`src/rtl/rdma_xlate_pkg.sv`:
```
// Shared types for the RDMA address translator: window entry layout and index-width helper.
// Window entries are sized by DEF_ADDR_W, so instances keep ADDR_W equal to it.
package rdma_xlate_pkg;

  localparam int DEF_ADDR_W = 32;
  localparam int DEF_TAG_W  = 4;

  typedef struct packed {
    logic                  en;
    logic [DEF_ADDR_W-1:0] base;
    logic [DEF_ADDR_W-1:0] mask;
    logic [DEF_ADDR_W-1:0] offset;
  } win_entry_t;

  // A one-window table still needs a 1-bit index field.
  function automatic int win_idx_w(input int n);
    return (n > 1) ? $clog2(n) : 1;
  endfunction

endpackage

```
`src/rtl/rdma_addr_xlate_if.sv`:
```
// Request/response streaming channel between the RDMA request generator and the translator.
interface rdma_addr_xlate_if #(
  parameter int ADDR_W = 32,
  parameter int TAG_W  = 4,
  parameter int IDX_W  = 2
);

  logic              req_valid;
  logic              req_ready;
  logic [ADDR_W-1:0] req_addr;
  logic [TAG_W-1:0]  req_tag;

  logic              rsp_valid;
  logic              rsp_ready;
  logic [ADDR_W-1:0] rsp_addr;
  logic [TAG_W-1:0]  rsp_tag;
  logic              rsp_hit;
  logic [IDX_W-1:0]  rsp_win;
  logic              rsp_err;

  modport master (
    output req_valid, req_addr, req_tag, rsp_ready,
    input  req_ready, rsp_valid, rsp_addr, rsp_tag, rsp_hit, rsp_win, rsp_err
  );

  modport slave (
    input  req_valid, req_addr, req_tag, rsp_ready,
    output req_ready, rsp_valid, rsp_addr, rsp_tag, rsp_hit, rsp_win, rsp_err
  );

endinterface

```
`src/rtl/rdma_xlate_match.sv`:
```
// Combinational priority matcher: lowest-index enabled window whose masked base equals the masked address.
module rdma_xlate_match
  import rdma_xlate_pkg::*;
#(
  parameter int ADDR_W  = DEF_ADDR_W,
  parameter int NUM_WIN = 4,
  parameter int IDX_W   = win_idx_w(NUM_WIN)
) (
  input  logic [ADDR_W-1:0] addr,
  input  win_entry_t        tbl [NUM_WIN],
  output logic              hit,
  output logic [IDX_W-1:0]  idx,
  output logic [ADDR_W-1:0] offset
);

  // Scan from the top down so the lowest matching index is the last one written.
  always_comb begin
    hit    = 1'b0;
    idx    = '0;
    offset = '0;
    for (int i = NUM_WIN - 1; i >= 0; i--) begin
      if (tbl[i].en &&
          ((addr & tbl[i].mask[ADDR_W-1:0]) == (tbl[i].base[ADDR_W-1:0] & tbl[i].mask[ADDR_W-1:0]))) begin
        hit    = 1'b1;
        idx    = IDX_W'(i);
        offset = tbl[i].offset[ADDR_W-1:0];
      end
    end
  end

endmodule

```
`src/rtl/rdma_addr_xlate.sv`:
```
// Multi-window local->remote RDMA address translator, 2-stage valid/ready pipeline.
// Optional hit/miss counters are built when RDMA_XLATE_STATS_EN is defined.
module rdma_addr_xlate
  import rdma_xlate_pkg::*;
#(
  parameter int ADDR_W    = DEF_ADDR_W,
  parameter int NUM_WIN   = 4,
  parameter int TAG_W     = DEF_TAG_W,
  parameter int MISS_PASS = 0,
  localparam int IDX_W    = win_idx_w(NUM_WIN)
) (
  input  logic              clk,
  input  logic              rst,
  rdma_addr_xlate_if.slave  bus,
  input  logic              cfg_we,
  input  logic [IDX_W-1:0]  cfg_idx,
  input  logic              cfg_en,
  input  logic [ADDR_W-1:0] cfg_base,
  input  logic [ADDR_W-1:0] cfg_mask,
  input  logic [ADDR_W-1:0] cfg_offset
`ifdef RDMA_XLATE_STATS_EN
  ,
  input  logic              stat_clr,
  output logic [31:0]       stat_hits,
  output logic [31:0]       stat_misses
`endif
);

  localparam bit PASS_MISS = (MISS_PASS != 0);

  win_entry_t        tbl [NUM_WIN];

  logic              s2_ready;
  logic              s1_ready;
  logic              accept;

  logic              m_hit;
  logic [IDX_W-1:0]  m_idx;
  logic [ADDR_W-1:0] m_offset;

  logic              vld_p1;
  logic [ADDR_W-1:0] addr_p1;
  logic [TAG_W-1:0]  tag_p1;
  logic              hit_p1;
  logic [IDX_W-1:0]  win_p1;
  logic [ADDR_W-1:0] off_p1;

  assign s2_ready      = !bus.rsp_valid || bus.rsp_ready;
  assign s1_ready      = !vld_p1 || s2_ready;
  assign bus.req_ready = s1_ready;
  assign accept        = bus.req_valid && s1_ready;

  // Out-of-range indices are dropped; a write lands at the edge, so a same-cycle request sees the old entry.
  always_ff @(posedge clk or posedge rst) begin
    if (rst) begin
      for (int i = 0; i < NUM_WIN; i++) tbl[i] <= '0;
    end else if (cfg_we && (int'(cfg_idx) < NUM_WIN)) begin
      tbl[cfg_idx] <= '{en: cfg_en, base: cfg_base, mask: cfg_mask, offset: cfg_offset};
    end
  end

  rdma_xlate_match #(
    .ADDR_W  (ADDR_W),
    .NUM_WIN (NUM_WIN),
    .IDX_W   (IDX_W)
  ) u_match (
    .addr   (bus.req_addr),
    .tbl    (tbl),
    .hit    (m_hit),
    .idx    (m_idx),
    .offset (m_offset)
  );

  // ---- stage 1: capture request and match result (offset frozen here) ----
  always_ff @(posedge clk or posedge rst) begin
    if (rst)           vld_p1 <= 1'b0;
    else if (s1_ready) vld_p1 <= bus.req_valid;
  end

  always_ff @(posedge clk) begin
    if (accept) begin
      addr_p1 <= bus.req_addr;
      tag_p1  <= bus.req_tag;
      hit_p1  <= m_hit;
      win_p1  <= m_idx;
      off_p1  <= m_offset;
    end
  end

  // ---- stage 2: add offset / apply miss policy into the response registers ----
  always_ff @(posedge clk or posedge rst) begin
    if (rst) begin
      bus.rsp_valid <= 1'b0;
      bus.rsp_addr  <= '0;
      bus.rsp_tag   <= '0;
      bus.rsp_hit   <= 1'b0;
      bus.rsp_win   <= '0;
      bus.rsp_err   <= 1'b0;
    end else if (s2_ready) begin
      bus.rsp_valid <= vld_p1;
      if (vld_p1) begin
        bus.rsp_addr <= hit_p1 ? (addr_p1 + off_p1) : (PASS_MISS ? addr_p1 : '0);
        bus.rsp_tag  <= tag_p1;
        bus.rsp_hit  <= hit_p1;
        bus.rsp_win  <= hit_p1 ? win_p1 : '0;
        bus.rsp_err  <= !hit_p1 && !PASS_MISS;
      end
    end
  end

`ifdef RDMA_XLATE_STATS_EN
  function automatic logic [31:0] sat_inc(input logic [31:0] v);
    return (v == 32'hFFFF_FFFF) ? v : v + 32'd1;
  endfunction

  // Clear takes priority over a same-cycle response handshake.
  always_ff @(posedge clk or posedge rst) begin
    if (rst) begin
      stat_hits   <= '0;
      stat_misses <= '0;
    end else if (stat_clr) begin
      stat_hits   <= '0;
      stat_misses <= '0;
    end else if (bus.rsp_valid && bus.rsp_ready) begin
      if (bus.rsp_hit) stat_hits   <= sat_inc(stat_hits);
      else             stat_misses <= sat_inc(stat_misses);
    end
  end
`endif

endmodule
```
`src/flat_wrapper.sv`:
```
// flat-port wrapper written by rule: the top's interface ports become plain ports
module rdma_addr_xlate_flat import rdma_xlate_pkg::*;
#(
  parameter int ADDR_W    = DEF_ADDR_W,
  parameter int NUM_WIN   = 4,
  parameter int TAG_W     = DEF_TAG_W,
  parameter int MISS_PASS = 0,
  localparam int IDX_W    = win_idx_w(NUM_WIN)
)
  (clk, rst, cfg_we, cfg_idx, cfg_en, cfg_base, cfg_mask, cfg_offset, bus_req_valid, bus_req_addr, bus_req_tag, bus_rsp_ready, bus_req_ready, bus_rsp_valid, bus_rsp_addr, bus_rsp_tag, bus_rsp_hit, bus_rsp_win, bus_rsp_err);
  rdma_addr_xlate_if #(.ADDR_W(ADDR_W), .TAG_W(TAG_W)) bus_i ();
  input  logic clk;
  input  logic rst;
  input  logic cfg_we;
  input  logic [IDX_W-1:0] cfg_idx;
  input  logic cfg_en;
  input  logic [ADDR_W-1:0] cfg_base;
  input  logic [ADDR_W-1:0] cfg_mask;
  input  logic [ADDR_W-1:0] cfg_offset;
  input wire logic [$bits(bus_i.req_valid)-1:0] bus_req_valid;
  input wire logic [$bits(bus_i.req_addr)-1:0] bus_req_addr;
  input wire logic [$bits(bus_i.req_tag)-1:0] bus_req_tag;
  input wire logic [$bits(bus_i.rsp_ready)-1:0] bus_rsp_ready;
  output wire logic [$bits(bus_i.req_ready)-1:0] bus_req_ready;
  output wire logic [$bits(bus_i.rsp_valid)-1:0] bus_rsp_valid;
  output wire logic [$bits(bus_i.rsp_addr)-1:0] bus_rsp_addr;
  output wire logic [$bits(bus_i.rsp_tag)-1:0] bus_rsp_tag;
  output wire logic [$bits(bus_i.rsp_hit)-1:0] bus_rsp_hit;
  output wire logic [$bits(bus_i.rsp_win)-1:0] bus_rsp_win;
  output wire logic [$bits(bus_i.rsp_err)-1:0] bus_rsp_err;
  assign bus_i.req_valid = bus_req_valid;
  assign bus_i.req_addr = bus_req_addr;
  assign bus_i.req_tag = bus_req_tag;
  assign bus_i.rsp_ready = bus_rsp_ready;
  assign bus_req_ready = bus_i.req_ready;
  assign bus_rsp_valid = bus_i.rsp_valid;
  assign bus_rsp_addr = bus_i.rsp_addr;
  assign bus_rsp_tag = bus_i.rsp_tag;
  assign bus_rsp_hit = bus_i.rsp_hit;
  assign bus_rsp_win = bus_i.rsp_win;
  assign bus_rsp_err = bus_i.rsp_err;
  rdma_addr_xlate #(.ADDR_W(ADDR_W), .NUM_WIN(NUM_WIN), .TAG_W(TAG_W), .MISS_PASS(MISS_PASS)) u_core (.clk(clk), .rst(rst), .bus(bus_i), .cfg_we(cfg_we), .cfg_idx(cfg_idx), .cfg_en(cfg_en), .cfg_base(cfg_base), .cfg_mask(cfg_mask), .cfg_offset(cfg_offset));
endmodule
```
`config.mk`:
```
export PLATFORM = sky130hd
export DESIGN_NAME = rdma_addr_xlate_flat
export DESIGN_NICKNAME = d
export VERILOG_FILES = /design/src/rtl/rdma_xlate_pkg.sv /design/src/rtl/rdma_addr_xlate_if.sv /design/src/rtl/rdma_xlate_match.sv /design/src/rtl/rdma_addr_xlate.sv /design/src/flat_wrapper.sv
export SDC_FILE = /design/constraint.sdc
export NUM_CORES = 1
export LEC_CHECK = 0
export ABC_AREA = 0
export CAP_MARGIN = 20
export CORE_UTILIZATION = 50
export CTS_CLUSTER_SIZE = 20
export DETAILED_ROUTE_END_ITERATION = 7
export GPL_ROUTABILITY_DRIVEN = 0
export PLACE_DENSITY = 0.73
export SYNTH_ARGS = -nofsm -noshare
export SYNTH_HDL_FRONTEND = slang
export SYNTH_SLANG_ARGS = --single-unit
```
`constraint.sdc`:
```
create_clock -name clk -period 15.5 [get_ports clk]
set_clock_uncertainty 0.2 [all_clocks]
set_input_delay 3.1 -clock clk [delete_from_list [all_inputs] [get_ports clk]]
set_output_delay 3.1 -clock clk [all_outputs]
set_load 0.005 [all_outputs]
```
==> results_dict.tcl <==
set metrics [dict create \
    grt-ovfl-total 0 \
    via_per_inst 5.67 \
    die_x_um 214 \
    rows 77 \
    grt_pass1_vias 14700 \
    crit_chain "clkdlybuf4s50_1, nand3b_1, clkdlybuf4s50_1" \
    io_pins 182 \
    ys_seq_elements 501 \
    rsz0062_at_grt "false" \
    synth_top_cell_by_area "dfrtp_1" \
    drt_wl_total_mm 57.2 \
    crit_fanout 3 \
    drc 0 \
    cp.required_ps 12200 \
    synth_nets 1919 \
    post-dp-hpwl_mm 38.7 \
    worstReg2RegStart "u_core.tbl[355]" \
    dr.pass1.iters 5 \
    synthArstFlopShare 0.858 \
    synth.most_common_cell "dfrtp_1" \
    crit_start "bus_rsp_ready" \
    ys.flop_type "dfrtp_1" \
    post_cts_buffers 0 \
    cts_num_sinks 501 \
    ant_nets 0 \
    worstHoldStart "u_core.bus.rsp_addr[5]" \
    avgSynthCellArea_um2 12.9 \
    fin_crit_sh 0.486 \
    wl_per_cell_um 22.4 \
    ys_warn_count 0 \
    p_total_mw 3.42 \
    synthCells 1747 \
    synth_top_cell_area_share 0.478 \
    layoutNonFillerInstCount 2553 \
    antenna_found_initial 3 \
    final_layout_size_suffix_gt1_frac 0.252 \
    grt_max_degree 162 \
    tns_ps 0 \
    cp_slowest_cell "clkdlybuf4s50_1" \
    fp.dieH_um 214 \
    max_freq_mhz 133 \
    cts_made_buffers 51 \
    synth_common_cells "dfrtp_1 (430), mux2_2 (360), nand2_1 (162)" \
    tritoncts "yes" \
    criticalPathCategory "in2out" \
    portBuffers 181 \
    coreArea_um2 44300 \
    drtIter0Drc 1107 \
    end_kind "primary output" \
    worstSetupStartpointType "input port" \
    setup_slack_ps 7960 \
    min_path_type "reg2reg" \
    grt_use_total 0.251 \
    p_leak_nw 11.3 \
    status "complete, no violations" \
    critPathMaxStageDelay_ps 520 \
    maxSlewViolCount 0 \
    p_per_area_nw_per_um2 129 \
    place_ws_ps 7980 \
    grt_pass1_wl_mm 87.5 \
    start_util 0.508 \
    syn_area_um2 22500 \
    utilization 0.598 \
    tightest_slew_ps 1110 \
    dieArea_um2 45900 \
    synth_area_leaders "dfrtp_1 (48%), mux2_2 (18%), edfxtp_1 (9.5%)" \
    cts_root_buf "clkbuf_16" \
    combPwrFrac 0.171 \
    nFillCells 3489 \
    cts_resized 0 \
    synth_seq_area_share 0.572 \
    worstPathArrival_ps 4240 \
    max_cap_viol_count 0 \
    synth-edff-count 71 \
    relSlewSlack 0.259 \
    synth_cell_types 59 \
    cts_hold_buf 0 \
    hold_viol_final 0 \
    min_period_ps 7540 \
    path_common_cell "clkdlybuf4s50_1" \
    final_nets 2092 \
    p_seq_frac 0.492 \
    clk_pin_slew_worst_paths_ps 50 \
    power_switching_mw 0.918 \
    area_growth_pct 17.6 \
    ir_worst_vdd_v 0.0000807 \
    clk_path_buf_depth 3 \
    internal_power_mw 2.51 \
    clkPwrFrac 0.337 \
    switching_share 0.268 \
    dp_cells 2458 \
    final-setup-viol-count 0 \
    vias 14500 \
    clock_latency_ps 610 \
    htreeDepth 2 \
]
worst paths after layout:
path                       slack [ps]  cells past startpoint                     end
setup reg to reg                12060                      9       u_core.off_p1[31]
setup / recovery                 7960                      3           bus_req_ready
hold / removal                    270                      2  u_core.bus.rsp_addr[5]
hold reg to reg                   270                      2  u_core.bus.rsp_addr[5]
max in group asynchronous        9980                      4           u_core.vld_p1
min in group asynchronous        2890                      2         u_core.tbl[272]
critical path: cells and delay by family:
kind          cells  cell delay (ps)
simple gates      1              160
buf+inv           2              980
cell usage in the layout, fill, tap and decap left out, drive strengths merged, types with 11 or more instances in the layout:
master,count
clkinv,11
inv,44
dfrtp,430
nand3,17
a21o,12
xor2,143
xnor2,11
nand4,11
a22o,15
nor2,17
clkbuf,77
mux2,360
clkdlybuf4s50,181
nand2,162
o21ai,140
ha,31
edfxtp,71
a22oi,27
o21a,33
a221oi,15
buf,16
a21oi,63
per-stage QoR:
step	area (µm²)	hold slack (ps)
floorplan	22500	255
global placement	24900	260
detailed placement	24900	268
CTS	26500	282
global route	26500	301
finish	26500	274
layer usage:
layer  GRT usage  part of all wire  vias to the layer above
met3      0.0397             0.053                       97
met2       0.407              0.48                      418
met1       0.343              0.44                     7369
met5           0           0.00019                        -
met4      0.0921             0.034                        2
li1            -                 -                     6584
layout make-up:
type	count	area, µm²	share of cell area
antenna	2	5.00	0.000189
clock inverter	15	105	0.00397
inverter	43	169	0.00638
tap	592	741	0.0280
timing repair buffer	197	1960	0.0742
sequential	501	12900	0.487
multi-input combinational	1126	9170	0.346
clock buffer	77	1440	0.0545
sequential cells by signal, summed over array words and instances (netlist names):
register,flops
u_core.bus.rsp_win,2
u_core.bus.rsp_err,1
u_core.tbl,388
u_core.hit_p1,1
u_core.bus.rsp_addr,32
u_core.addr_p1,32
u_core.off_p1,32
u_core.tag_p1,4
u_core.bus.rsp_tag,4
u_core.win_p1,2
u_core.vld_p1,1
u_core.bus.rsp_hit,1
u_core.bus.rsp_valid,1
cell families after synthesis:
logic type / share of synthesized area
AO/OA/AOI/OAI: 0.100
AND/OR/NAND/NOR: 0.0467
adder cells (fa/ha/maj): 0.0181
flip-flops: 0.572
XOR/XNOR: 0.0599
multiplexers: 0.181
buffers and inverters: 0.0218
power by group through the flow:
stage / logic [mW] / clock network [mW] / registers (mW)
3_3_place_gp: 0.568 / 0 / 1.69
4_1_cts: 0.590 / 1.17 / 1.68
5_1_grt: 0.637 / 1.23 / 1.71
6_report: 0.587 / 1.15 / 1.68
3_5_place_dp: 0.586 / 0 / 1.70
2_1_floorplan: 0.378 / 0 / 1.67
Note: power is estimated with default switching activity, not from simulation.
